==> src/rtl/cnt_display_7seg_pkg.sv <==
// cnt_display_pkg: shared FSM state type, blank-segment constant and 0-9 segment table (a=bit0..g=bit6, active-high)
package cnt_display_pkg;
  typedef enum logic [1:0] {IDLE, CONV, DONE} state_t;
  localparam logic [6:0] SEG_OFF = 7'h00;
  localparam logic [6:0] SEG_TAB [16] = '{
    7'h3F, 7'h06, 7'h5B, 7'h4F, 7'h66, 7'h6D, 7'h7D, 7'h07,
    7'h7F, 7'h6F, SEG_OFF, SEG_OFF, SEG_OFF, SEG_OFF, SEG_OFF, SEG_OFF
  };
  function automatic logic [6:0] seg_encode(input logic [3:0] n);
    return SEG_TAB[n];
  endfunction
endpackage

==> src/rtl/cnt_display_7seg_if.sv <==
// cnt_display_7seg_if: count input, 7-segment bus, digit enables, BCD digits and busy flag
//   slave  (display side): in cnt_in; out seg, an, bcd_tens, bcd_ones, busy
//   master (source side) : out cnt_in; in seg, an, bcd_tens, bcd_ones, busy
interface cnt_display_7seg_if;
  logic [5:0] cnt_in;
  logic [6:0] seg;
  logic [1:0] an;
  logic [3:0] bcd_tens;
  logic [3:0] bcd_ones;
  logic       busy;
  modport slave (input cnt_in, output seg, an, bcd_tens, bcd_ones, busy);
  modport master (output cnt_in, input seg, an, bcd_tens, bcd_ones, busy);
endinterface

==> src/rtl/cnt_display_7seg_bin2bcd_seq.sv <==
// bin2bcd_seq: sequential shift-add-3 conversion of a 6-bit value into tens/ones BCD
//   clk, rst (sync, active-high), bin[5:0] in; bcd_tens[3:0], bcd_ones[3:0], busy out
module bin2bcd_seq
  import cnt_display_pkg::*;
(
  input  logic       clk,
  input  logic       rst,
  input  logic [5:0] bin,
  output logic [3:0] bcd_tens,
  output logic [3:0] bcd_ones,
  output logic       busy
);
  state_t state, state_nxt;
  logic [13:0] sh, sh_adj;
  logic [5:0] last_cnt;
  logic [2:0] iter;
  logic start;
  always_comb begin
    start = state == IDLE && bin != last_cnt;
    sh_adj = sh;
    sh_adj[13:10] = sh[13:10] >= 4'd5 ? sh[13:10] + 4'd3 : sh[13:10];
    sh_adj[9:6] = sh[9:6] >= 4'd5 ? sh[9:6] + 4'd3 : sh[9:6];
    state_nxt = state == IDLE ? (start ? CONV : IDLE) :
                state == CONV ? (iter == 3'd5 ? DONE : CONV) : IDLE;
  end
  always_ff @(posedge clk)
    state <= rst ? IDLE : state_nxt;
  always_ff @(posedge clk) begin
    if (rst) begin
      sh <= '0;
      last_cnt <= '0;
      iter <= '0;
      busy <= 1'b0;
      bcd_tens <= '0;
      bcd_ones <= '0;
    end else begin
      if (start) begin
        sh <= {8'd0, bin};
        last_cnt <= bin;
        iter <= '0;
        busy <= 1'b1;
      end
      if (state == CONV) begin
        sh <= {sh_adj[12:0], 1'b0};
        iter <= iter + 3'd1;
      end
      if (state == DONE) begin
        bcd_tens <= sh[13:10];
        bcd_ones <= sh[9:6];
        busy <= 1'b0;
      end
    end
  end
endmodule

==> src/rtl/cnt_display_7seg.sv <==
// cnt_display_7seg: converts a 0..63 count to BCD and time-multiplexes both digits onto one 7-segment bus
//   clk, rst (sync, active-high); bus (slave): cnt_in in; seg, an, bcd_tens, bcd_ones, busy out
//   Optional LEADING_ZERO_BLANK_EN: blank the tens slot when the tens digit is 0.
module cnt_display_7seg
  import cnt_display_pkg::*;
#(
  parameter int SCAN_DIV   = 25000,
  parameter bit SEG_ACT_LO = 1'b1
) (
  input logic clk,
  input logic rst,
  cnt_display_7seg_if.slave bus
);
  localparam int PW = $clog2(SCAN_DIV);
  logic [PW-1:0] pres;
  logic digit_sel;
  logic nxt_sel;
  logic tick;
  logic blank;
  logic [3:0] nib;
  logic [6:0] seg_hi;
  logic [1:0] an_hi;
  bin2bcd_seq u_conv (
    .clk      (clk),
    .rst      (rst),
    .bin      (bus.cnt_in),
    .bcd_tens (bus.bcd_tens),
    .bcd_ones (bus.bcd_ones),
    .busy     (bus.busy)
  );
  // digit_sel=1 selects the ones digit; reset leaves 0 so the first slot shows ones
  always_comb begin
    tick = pres == PW'(SCAN_DIV - 1);
    nxt_sel = ~digit_sel;
    nib = nxt_sel ? bus.bcd_ones : bus.bcd_tens;
`ifdef LEADING_ZERO_BLANK_EN
    blank = !nxt_sel && bus.bcd_tens == 4'd0;
`else
    blank = 1'b0;
`endif
    seg_hi = blank ? SEG_OFF : seg_encode(nib);
    an_hi = blank ? 2'b00 : nxt_sel ? 2'b01 : 2'b10;
  end
  always_ff @(posedge clk) begin
    if (rst) begin
      pres <= '0;
      digit_sel <= 1'b0;
      bus.seg <= SEG_ACT_LO ? ~SEG_OFF : SEG_OFF;
      bus.an <= SEG_ACT_LO ? 2'b11 : 2'b00;
    end else if (tick) begin
      pres <= '0;
      digit_sel <= nxt_sel;
      bus.seg <= SEG_ACT_LO ? ~seg_hi : seg_hi;
      bus.an <= SEG_ACT_LO ? ~an_hi : an_hi;
    end else begin
      pres <= pres + 1'b1;
    end
  end
endmodule

==> src/flat_wrapper.sv <==
// flat-port wrapper written by rule: the top's interface ports become plain ports
module cnt_display_7seg_flat import cnt_display_pkg::*;
#(
  parameter int SCAN_DIV   = 25000,
  parameter bit SEG_ACT_LO = 1'b1
)
  (clk, rst, bus_cnt_in, bus_seg, bus_an, bus_bcd_tens, bus_bcd_ones, bus_busy);
  cnt_display_7seg_if bus_i ();
  input logic clk;
  input logic rst;
  input wire logic [$bits(bus_i.cnt_in)-1:0] bus_cnt_in;
  output wire logic [$bits(bus_i.seg)-1:0] bus_seg;
  output wire logic [$bits(bus_i.an)-1:0] bus_an;
  output wire logic [$bits(bus_i.bcd_tens)-1:0] bus_bcd_tens;
  output wire logic [$bits(bus_i.bcd_ones)-1:0] bus_bcd_ones;
  output wire logic [$bits(bus_i.busy)-1:0] bus_busy;
  assign bus_i.cnt_in = bus_cnt_in;
  assign bus_seg = bus_i.seg;
  assign bus_an = bus_i.an;
  assign bus_bcd_tens = bus_i.bcd_tens;
  assign bus_bcd_ones = bus_i.bcd_ones;
  assign bus_busy = bus_i.busy;
  cnt_display_7seg #(.SCAN_DIV(SCAN_DIV), .SEG_ACT_LO(SEG_ACT_LO)) u_core (.clk(clk), .rst(rst), .bus(bus_i));
endmodule
==> config.mk <==
export PLATFORM = sky130hd
export DESIGN_NAME = cnt_display_7seg_flat
export DESIGN_NICKNAME = d
export VERILOG_FILES = /design/src/rtl/cnt_display_7seg_pkg.sv /design/src/rtl/cnt_display_7seg_if.sv /design/src/rtl/cnt_display_7seg_bin2bcd_seq.sv /design/src/rtl/cnt_display_7seg.sv /design/src/flat_wrapper.sv
export SDC_FILE = /design/constraint.sdc
export NUM_CORES = 1
export LEC_CHECK = 0
export BUFFER_PORTS_ARGS = -buffer_cell sky130_fd_sc_hd__buf_2
export CAP_MARGIN = 20
export CORE_MARGIN = 2
export CORE_UTILIZATION = 55
export CTS_CLUSTER_DIAMETER = 80
export CTS_CLUSTER_SIZE = 20
export DETAILED_ROUTE_END_ITERATION = 12
export PLACE_DENSITY = 0.84
export SETUP_SLACK_MARGIN = 0.05
export SLEW_MARGIN = 0
export SYNTH_ARGS = -nofsm -noshare
export SYNTH_HDL_FRONTEND = slang
export SYNTH_SLANG_ARGS = --single-unit
==> constraint.sdc <==
create_clock -name clk -period 2.6 [get_ports clk]
set_input_delay 0.13 -clock clk [delete_from_list [all_inputs] [get_ports clk]]
set_output_delay 0.13 -clock clk [all_outputs]
set_load 0.02 [all_outputs]
-- Yosys cells after proc, flatten, opt, wreduce, memory -nomap -nowiden
Memory sizes are Yosys's and may differ from the RTL's.
Cells that the tools add are included.
- multiplexer cells: 14
- eq/ne operators: 5
- reductions and logical operators: 6
- multipliers: 0
- add/subtract/negate cells: 4
- shifts and indexed selects: 0
- div/mod/pow operators: 0
- bitwise operators: 4
- order comparisons: 3
- operator list (cell ; number):
    $mux W14 ; 2
    $add A15 B1 Y15 const B ; 1
    $eq A15 B15 Y1 const B ; 1
    $mux W7 ; 2
    $mux W3 ; 3
    $ge A4 B3 Y1 const B ; 2
    $mux W2 ; 4
    $mux W4 ; 2
    $not A7 Y7 ; 1
    $ne A6 B6 Y1 ; 1
    $reduce_or A2 Y1 ; 3
    $ge A5 B5 Y1 const B ; 1
    $not A4 Y5 ; 1
    $add A4 B2 Y4 const B ; 1
    $add A3 B1 Y3 const B ; 1
    $add A3 B2 Y3 const B ; 1
    $eq A3 B3 Y1 const B ; 1
    $eq A2 B1 Y1 const B ; 1
    $eq A2 B2 Y1 const B ; 1
    $logic_not A2 Y1 ; 1
    $not A2 Y2 ; 1
    $reduce_bool A2 Y1 ; 1
    $logic_and A1 B1 Y1 ; 1
    $mux W1 ; 1
    $not A1 Y1 ; 1
- memory bits (writable): 0
- logic and storage cells: 49
- output and inout port bits: 18
- input bits: 8
- memories: 1
- ROM bits: 112
- register bits after elaboration: 59
- latch bits: 0
- memories (memory ; words ; width ; read ports ; clocked after Yosys merged registers in ; write ports ; line ; source):
    (no name shown) ; 16 ; 7 ; 1 ; 0 ; 0 ; cnt_display_7seg_pkg.sv:10 ; return SEG_TAB[n];

-- Longest topological paths before layout
Gate-level depths: netlist (run 1).
- depth in word-level cells: 6
- mapped depth: 8
- depth with buffers taken out: 7

-- Cells and area by module
From an unflattened synthesis (run 1), not the netlist that was laid out.
- cell total of the unflattened synthesis: 325
- area, all modules: 2887.8 um2
- modules (own cells, without submodules) (module ; sequential area each (um2) ; times used ; area each (um2) ; cells each):
    bin2bcd_seq ; 680.7 ; 1 ; 1620.3 ; 183
    cnt_display_7seg ; 500.5 ; 1 ; 1267.5 ; 142

-- Worst setup path after synthesis (run 1)
OpenSTA, ideal clock, no wires.
- kind: reg-to-reg
- start point: reg u_core.digit_sel
- end point: reg u_core.bus.seg[6]
- path slack: 0.982 ns
- clock period less this slack: 1.618 ns
- buffers on the path: 1
- required time: 2.467 ns
- stages on the path, launching flop included: 8
- arrival time: 1.485 ns
- setup time: 0.133 ns
- cell sequence: dfxtp_1 buf_2 mux2i_1 inv_1 ha_1 and2_1 and3b_1 o31ai_1
- cells in the longest elaborated chain, start to end: 6
- ends and longest elaborated chain (what ; line ; source):
    start, declared ; cnt_display_7seg.sv:16 ; logic digit_sel;
    start signal, assigned ; cnt_display_7seg.sv:52 ; digit_sel <= nxt_sel;
    $mux W4 ; cnt_display_7seg.sv:35 ; nib = nxt_sel ? bus.bcd_ones : bus.bcd_tens;
    $not A4 Y5 (not written as such) ; cnt_display_7seg_pkg.sv:10 ;
    $mem_v2 Z16 W7 ; - ;
    $mux W7 (not written as such) (2 in series) ; cnt_display_7seg_pkg.sv:10 ;
    $not A7 Y7 ; cnt_display_7seg.sv:53 ; bus.seg <= SEG_ACT_LO ? ~seg_hi : seg_hi;
    end signal, assigned ; cnt_display_7seg.sv:48 ; bus.seg <= SEG_ACT_LO ? ~SEG_OFF : SEG_OFF;
    end signal, assigned ; cnt_display_7seg.sv:53 ;
    end, declared ; cnt_display_7seg_if.sv:11 ; modport slave (input cnt_in, output seg, an, bcd_tens, bcd_ones, busy);
No other way between the ends. The select of a mux whose other input is x is not followed.
A chain may end at the register's enable or synchronous reset.

-- Worst setup path after layout (run 1)
- start point: reg u_core.digit_sel
- end point: reg u_core.bus.seg[0]
Same word-level chain as after synthesis.

==> summary.txt, run 1 <==
Setup path
  • Startpoint of the most critical register-to-register path: u_core.digit_sel
  • Endpoint kind of the worst setup timing path: flop
  • Worst setup path end: u_core.bus.seg[0]
  • Critical path origin: u_core.digit_sel
  • Critical-path maximum fanout: 10
  • Worst R2R Setup Slack: 0.78 ns
  • Setup CP Type: reg2reg
  • Startpoint Class: flop
  • Worst reg2reg path endpoint: u_core.bus.seg[0]
  • Endpoint arrival time on the critical path: between 2 and 2.5 ns
  • CP required: between 2 and 3 ns
  • Number of cells on the worst reg-to-reg path: 6

Clocking
  • CTS Buffer Depth: 2
  • Number of clock buffers inserted by TritonCTS: 9
  • Root buf cell: clkbuf_8
  • Post-CTS setup repair buffer count: 0
  • Number of hold-repair buffers added at the cts stage: 0
  • Sink Count: 59
  • Clock latency of the later-clocked register in the worst-skew pair: between 0.3 and 0.4 ns
  • TritonCTS clock tree: done
  • H-Tree Depth: 3
  • Clock-pin transition on the worst setup and hold timing paths: about 0.070 ns
  • Gates resized, CTS repair: 0

Worst hold path
  • HP Class: in2reg

Global routing
  • Pin count of the biggest net entering global routing: 43
  • Number of global-route vias before repair: 2295
  • Grt total ovfl: 0
  • Tot GR Track Use: 20.9%
  • Number of antenna violations at the first check in global routing: 0
  • Wire length of the first global-routing pass: between 9 and 10 mm

Synthesis
  • Async set-reset flop share out of synthesis: 0%
  • Mapped Nets: around 370
  • Seq cells post-synth: between 50 and 60
  • Avg Cell Area, Syn: 8.39 µm²
  • EDFF count, synth: 0
  • Post-Synthesis Cell Area: between 2000 and 3000 µm²
  • Sequential element share of the synthesized area: between 40 and 50%
  • Most frequently used flop master after synthesis: dfxtp_1
  • Instance count of the mapped netlist: 345
  • Count of different cell masters after synthesis: 48
  • Synth Warn #: 0

STA
  • Aggregate negative setup slack: 0 ns
  • Final hold vios: 0
  • Unrepaired setup endpoints after global routing: false
  • F_max: around 550 MHz
  • Transition time of the tightest slew-check pin: 0.718 ns
  • Final setup violation count: 0
  • Final max-slew violation count: 0
  • Fraction of the cycle the final worst path needs: around 70%
  • Final min period: between 1.5 and 2 ns
  • Rel. slew slack: a little over half
  • Worst clock skew: 0.00628 ns

Die
  • Initial Utilization: between 50% and 60%
  • Die area: between 5000 and 6000 µm²
  • I/O pin count: 26
  • DIE WIDTH: 76.5 µm
  • Area of the placeable core: roughly 5100 µm²
  • Chip height: roughly 77 µm
  • Standard-cell rows: 26

Power
  • Int Power: between 1.5 and 2 mW
  • Leak Pwr: approximately 1.2 nW
  • Switching power share of the total: 20.8%
  • Peak supply drop: 0.324 mV
  • P per Cell Area: around 620 nW/µm²
  • Switching Power: approximately 0.43 mW
  • Fraction of power consumed by the clock network: about half
  • Total power consumption of the routed design: 2.05 mW
  • Sequential group share of total power: a little under half
  • Comb pwr share: under 10%

Route
  • Antenna viol nets, final: 0
  • Detailed-route via count: 2420
  • Wire length after detailed routing: approximately 5.7 mm
  • Average wire length per cell after detail routing: between 10 and 15 µm
  • Detailed-route vias per instance: about 5.5
  • Detailed router's first-iteration violation count: 155
  • Number of detailed-routing iterations run before antenna repair: 4
  • DRC errors left: 0

Placement
  • Post-detail-place hpwl: ~3.9 mm
  • Placed Cells: ~430
  • Number of buffers added on ports: 25
  • Total cell area at the placement stage: between 3000 and 4000 µm²
  • Last weighted congestion value of the routability-driven placer: roughly 0.79

Final layout
  • Non-Filler Cell Area, Final: 3300 µm²
  • Number of nets in the final layout: ~390
  • Area growth from synthesis to layout: 13.9%
  • Commonest cells after routing, fill and taps aside: dfxtp_1 (59), nand2_1 (49), nor2_1 (34)
  • Leading cell type in the layout, fill and taps excluded: dfxtp_1
  • Non-filler cells, final: around 440
  • Total area of multi-input combinational cells: roughly 1600 µm²
  • Final design utilization: between 60% and 70%
  • FF+latch area: roughly 1200 µm²
  • Share of layout cells above drive strength 1: roughly 14%
  • Filler cell count: 440
  • Count of inserted antenna diode cells: 0

Outcome
  • Run status: complete, no violations

Flow run
  • Max Cap Viol: 0
==> critical path, cell delays in order (launching register included) <==
cell and delay, ns:
dfxtp_1 0.52, mux2i_1 0.41, inv_1 0.14, ha_1 0.24, mux2_2 0.26, nand2_1 0.06, a2bb2oi_1 0.06
==> routing by layer <==
layer | global-route usage (%) | vias up | share of wire [%]
met5 | 0 | - | 0
met4 | 11.3 | 0 | 1.6
met3 | 3.32 | 6 | 2.8
met2 | 34.0 | 36 | 47
met1 | 26.7 | 1137 | 49
li1 | - | 1241 | -
==> registers in the layout, summed over array words and instances (netlist names) <==
register	cells
u_core.u_conv.bcd_tens	4
u_core.digit_sel	1
u_core.u_conv.iter	3
u_core.u_conv.bcd_ones	4
u_core.u_conv.sh	14
u_core.u_conv.state	2
u_core.bus.seg	7
u_core.pres	15
u_core.u_conv.busy	1
u_core.u_conv.last_cnt	6
u_core.bus.an	2
==> through the flow <==
stage          setup WS (ns)  hold WS [ns]
2_1_floorplan          0.982         0.266
3_3_place_gp           0.893         0.400
3_5_place_dp           0.802         0.407
4_1_cts                0.789        0.0526
5_1_grt                0.555        0.0655
6_report               0.782        0.0633
==> cells in the mapped netlist (all sizes together) (4+ instances only) <==
cell	number	area (µm²)
a211oi	6	45.0
a21oi	29	145
a2bb2oi	4	35.0
a41oi	4	35.0
and2	4	25.0
buf	4	18.8
clkbuf	12	55.1
dfxtp	59	1180
ha	12	150
inv	14	52.6
mux2	5	56.3
mux2i	6	60.1
nand2	49	184
nand2b	8	50.1
nand3	8	45.0
nand3b	5	37.5
nand4	4	25.0
nor2	34	128
nor2b	4	25.0
nor3	6	30.0
nor4	4	25.0
o21ai	15	75.1
o32ai	5	43.8
xnor2	13	114
xor2	8	70.1
==> final cells by class <==
cell class | instances | area share [%]
multi-input cells | 256 | 48.1
flip-flops and latches | 59 | 35.8
repair buffers | 28 | 4.48
clock buffers | 11 | 4.29
clock inverters | 5 | 3.04
well taps | 70 | 2.66
inverters | 14 | 1.59
==> power groups by stage <==
stage / Combinational [mW] / Clock, mW / Sequential, mW
6_report: 0.0986 / 1.01 / 0.942
5_1_grt: 0.113 / 1.06 / 0.945
4_1_cts: 0.0989 / 1.02 / 0.942
3_5_place_dp: 0.0983 / 0 / 0.962
3_3_place_gp: 0.0956 / 0 / 0.961
2_1_floorplan: 0.0744 / 0 / 0.958
==> cell families after synthesis <==
group | Yosys count | share of synthesized area (%)
AND/OR/NAND/NOR | 139 | 23.3
AO/OA/AOI/OAI | 73 | 15.9
adder cells (fa/ha/maj) | 12 | 5.19
buffers and inverters | 30 | 4.37
XOR/XNOR | 21 | 6.36
multiplexers | 11 | 4.02
flip-flops | 59 | 40.8
==> how the worst min path moves through the flow <==
stage / start / to / cells after the start / slack, ns
6_report: bus_cnt_in[3] / u_core.u_conv.last_cnt[3] / 3 / 0.06
5_1_grt: bus_cnt_in[3] / u_core.u_conv.last_cnt[3] / 3 / 0.07
3_3_place_gp: bus_cnt_in[5] / u_core.u_conv.last_cnt[5] / 3 / 0.40
4_1_cts: bus_cnt_in[3] / u_core.u_conv.last_cnt[3] / 3 / 0.05
2_1_floorplan: bus_cnt_in[0] / u_core.u_conv.last_cnt[0] / 2 / 0.27
3_5_place_dp: bus_cnt_in[3] / u_core.u_conv.last_cnt[3] / 3 / 0.41
No activity file was read; power rests on OpenSTA's default activity.
==> run 2: changes to the inputs <==
--- a/config.mk
+++ b/config.mk
@@ -8,7 +8,7 @@
 export BUFFER_PORTS_ARGS = -buffer_cell sky130_fd_sc_hd__buf_2
 export CAP_MARGIN = 20
 export CORE_MARGIN = 2
-export CORE_UTILIZATION = 55
+export CORE_UTILIZATION = 53
 export CTS_CLUSTER_DIAMETER = 80
 export CTS_CLUSTER_SIZE = 20
 export DETAILED_ROUTE_END_ITERATION = 12
==> constraint.sdc (replaced) <==
create_clock -name clk -period 1.55 [get_ports clk]
set_input_delay 0.0775 -clock clk [delete_from_list [all_inputs] [get_ports clk]]
set_output_delay 0.0775 -clock clk [all_outputs]
set_load 0.02 [all_outputs]
==> run 2 against run 1 <==
Effect of this change:
- setup slack got worse by 0.78 ns
- non-clock buffer count up 37
- power up 67%
- via count up 12%
- hold slack got worse by 0.061 ns
- register-to-register slack got worse by 0.78 ns
- sequential power up 67%
- clock power grew 58%
- fmax increased by 18%
- sequential share of layout area fell by 4.2 points
- wire length up 26%
- critical endpoint unchanged
==> summary.txt, run 2 (synthesis results as in run 1) <==
Route
  • Antenna viol nets, final: 0 (unchanged)
  • Wire length after detailed routing: 7.22 mm (+26%)
  • Number of detailed-routing iterations run before antenna repair: 4 (unchanged)
  • Detailed router's first-iteration violation count: 140 (-9.7%)
  • Detailed-route via count: 2704 (+12%)
  • Average wire length per cell after detail routing: 15.0 µm (+16%)
  • DRC errors left: 0 (unchanged)
  • Detailed-route vias per instance: 5.63 (+3.1%)

Final layout
  • Commonest cells after routing, fill and taps aside: nand2_1 (49), dfxtp_1 (47), nor2_1 (31), buf_4 (31), buf_2 (26)
  • Area growth from synthesis to layout: 31.8%
  • Register ranked first by flip-flop count: u_core.pres
  • Leading cell type in the layout, fill and taps excluded: nand2_1
  • Final design utilization: 73.7% (+9.2 points)
  • Total area of multi-input combinational cells: 1780 µm² (+12%)
  • Non-Filler Cell Area, Final: 3810 µm² (+16%)
  • Filler cell count: 355 (-19%)
  • Number of nets in the final layout: 425 (+9.5%)
  • Biggest regs: u_core.pres: 15 flops, u_core.u_conv.sh: 14 flops, u_core.bus.seg: 7 flops
  • Non-filler cells, final: 480 (+8.4%)
  • Share of layout cells above drive strength 1: 32.0% (+17 points)
  • Count of inserted antenna diode cells: 0 (unchanged)
  • FF+latch area: 1210 µm² (+2.1%)
  • Number of flip-flops in the largest register: 15 (unchanged)

Worst hold path
  • HP Class: in2reg

Placement
  • Number of buffers added on ports: 25 (unchanged)
  • Total cell area at the placement stage: 3300 µm² (+8.0%)
  • Post-detail-place hpwl: 4.48 mm (+15%)
  • Placed Cells: 456 (+6.8%)
  • Last weighted congestion value of the routability-driven placer: 0.836 (+5.3%)

Clocking
  • Root buf cell: clkbuf_8
  • CTS Buffer Depth: 2 (unchanged)
  • H-Tree Depth: 3 (unchanged)
  • TritonCTS clock tree: done
  • Sink Count: 59 (unchanged)
  • Clock latency of the later-clocked register in the worst-skew pair: 0.35 ns (+0.02 ns)
  • Number of clock buffers inserted by TritonCTS: 9 (unchanged)
  • Clock-pin transition on the worst setup and hold timing paths: 0.06 ns (about the same)

Die
  • Initial Utilization: 56.0% (-0.71 points)
  • DIE WIDTH: 77.9 µm (+1.8%)
  • Standard-cell rows: 26 (unchanged)
  • Die area: 6070 µm² (+3.6%)
  • I/O pin count: 26 (unchanged)
  • Chip height: 77.9 µm (+1.8%)
  • Area of the placeable core: 5170 µm² (+1.3%)

Setup path
  • CP required: 1.79 ns (-1.02 ns)
  • Startpoint Class: flop
  • Setup CP Type: reg2reg
  • Critical-path maximum fanout: 4 (-6)
  • Endpoint arrival time on the critical path: 1.79 ns (-0.24 ns)
  • Endpoint kind of the worst setup timing path: flop

STA
  • Worst clock skew: 0.0118 ns (+0.00551 ns)
  • Final setup violation count: 0 (unchanged)
  • Final min period: 1.55 ns (-0.272 ns)
  • F_max: 647 MHz (+18%)
  • Final hold vios: 0 (unchanged)
  • Transition time of the tightest slew-check pin: 0.586 ns (-0.132 ns)
  • Rel. slew slack: 60.9% (+8.8 points)
  • Unrepaired setup endpoints after global routing: true
  • Fraction of the cycle the final worst path needs: 99.7% (+30 points)
  • Final max-slew violation count: 0 (unchanged)
  • Worst hold slack after final layout: 0.00193 ns (-0.0614 ns)

Power
  • Switching Power: 0.777 mW (+82%)
  • Leak Pwr: 1.40 nW (+18%)
  • Sequential group share of total power: 45.9% (about the same)
  • P per Cell Area: 897 nW/µm² (+44%)
  • Switching power share of the total: 22.7% (+1.9 points)
  • Int Power: 2.65 mW (+63%)
  • Peak supply drop: 0.865 mV (+170%)
  • Fraction of power consumed by the clock network: 46.8% (-2.4 points)
  • Comb pwr share: 7.3% (+2.5 points)
  • Total power consumption of the routed design: 3.42 mW (+67%)

Global routing
  • Tot GR Track Use: 24.1% (+3.2 points)
  • Number of antenna violations at the first check in global routing: 0 (unchanged)
  • Number of global-route vias before repair: 2559 (+12%)
  • Grt total ovfl: 0 (unchanged)
  • Top Usage Layer GRT: met2
  • Met1 Usage GRT: 30.5% (+3.8 points)
  • Met2 track demand over resource in global routing: 40.0% (+6.0 points)
  • Wire length of the first global-routing pass: 11.7 mm (+18%)
  • Pin count of the biggest net entering global routing: 33 (-23%)
  • Fraction of met3 tracks used by global routing: 4.19% (+0.87 points)

Flow run
  • Max Cap Viol: 0 (unchanged)

Outcome
  • Run status: complete, no violations
[run 2: changes by cell type in the layout (fill, tap and decap cells not counted), moves of 4 or more]
| cell | delta |
|---|---|
| inv_1 | -4 |
| a2bb2oi_2 | +4 |
| dfxtp_4 | +4 |
| inv_2 | +4 |
| a21oi_2 | +4 |
| a21oi_1 | -5 |
| buf_4 | +28 |
| dfxtp_2 | +8 |
| a2bb2oi_1 | -4 |
| dlygate4sd3_1 | +4 |
| dfxtp_1 | -12 |
[run 2: repair_timing]
action | 4_1_cts | 5_1_grt
hold buffers | 3 | 1
setup buffers | 3 | 0
pin swaps | 3 | 8
endpoints found under the setup margin | 16 | 41
resized for setup | 12 | 46
hold endpoints to repair | 4 | 1
cloned | 1 | 0
[run 2: layout make-up]
type                    count  share of cell area (%)
flip-flops and latches     59                    31.6
clock inverters             4                    1.90
inverters                  14                    1.38
clock buffers              12                    4.07
repair buffers             65                    12.0
multi-input cells         256                    46.8
well taps                  70                    2.30
[run 2: final timing paths]
path,cells after the start,slack [ns],startpoint,end
setup reg to reg,6,0.004,u_core.pres[0],u_core.bus.seg[0]
setup / recovery,6,0.004,u_core.pres[0],u_core.bus.seg[0]
hold / removal,3,0.002,bus_cnt_in[0],u_core.u_conv.last_cnt[0]
hold reg to reg,2,0.45,u_core.u_conv.busy,u_core.u_conv.busy
[run 2: power by group through the flow]
| stage | Sequential (mW) | Clock (mW) | Combinational, mW |
|---|---|---|---|
| after floorplan | 1.61 | 0 | 0.126 |
| after global placement | 1.60 | 0 | 0.202 |
| after detailed placement | 1.61 | 0 | 0.208 |
| after CTS | 1.58 | 1.60 | 0.225 |
| after global routing | 1.58 | 1.69 | 0.273 |
| final | 1.57 | 1.60 | 0.248 |
[run 2: per-layer routing]
metal  vias to the layer above  share of wire (%)
met5                         -                  0
met4                         0                1.7
met3                        14                3.2
met2                        59                 51
met1                      1301                 44
li1                       1330                  -
[run 2: worst max-delay path, stage by stage (launching register included)]
cell and delay, ns:
dfxtp_2 0.35, ha_4 0.14, nor4bb_4 0.17, nand4_1 0.24, nor3_1 0.29, buf_4 0.20, a2bb2oi_2 0.06
[run 2: through the flow]
stage	TNS (ns)	setup WS [ns]
finish	0	0.00414
CTS	0	0.00788
global route	-2.70	-0.225
detailed placement	-0.0258	-0.0130
floorplan	0	0.0283
global placement	0	0.0560
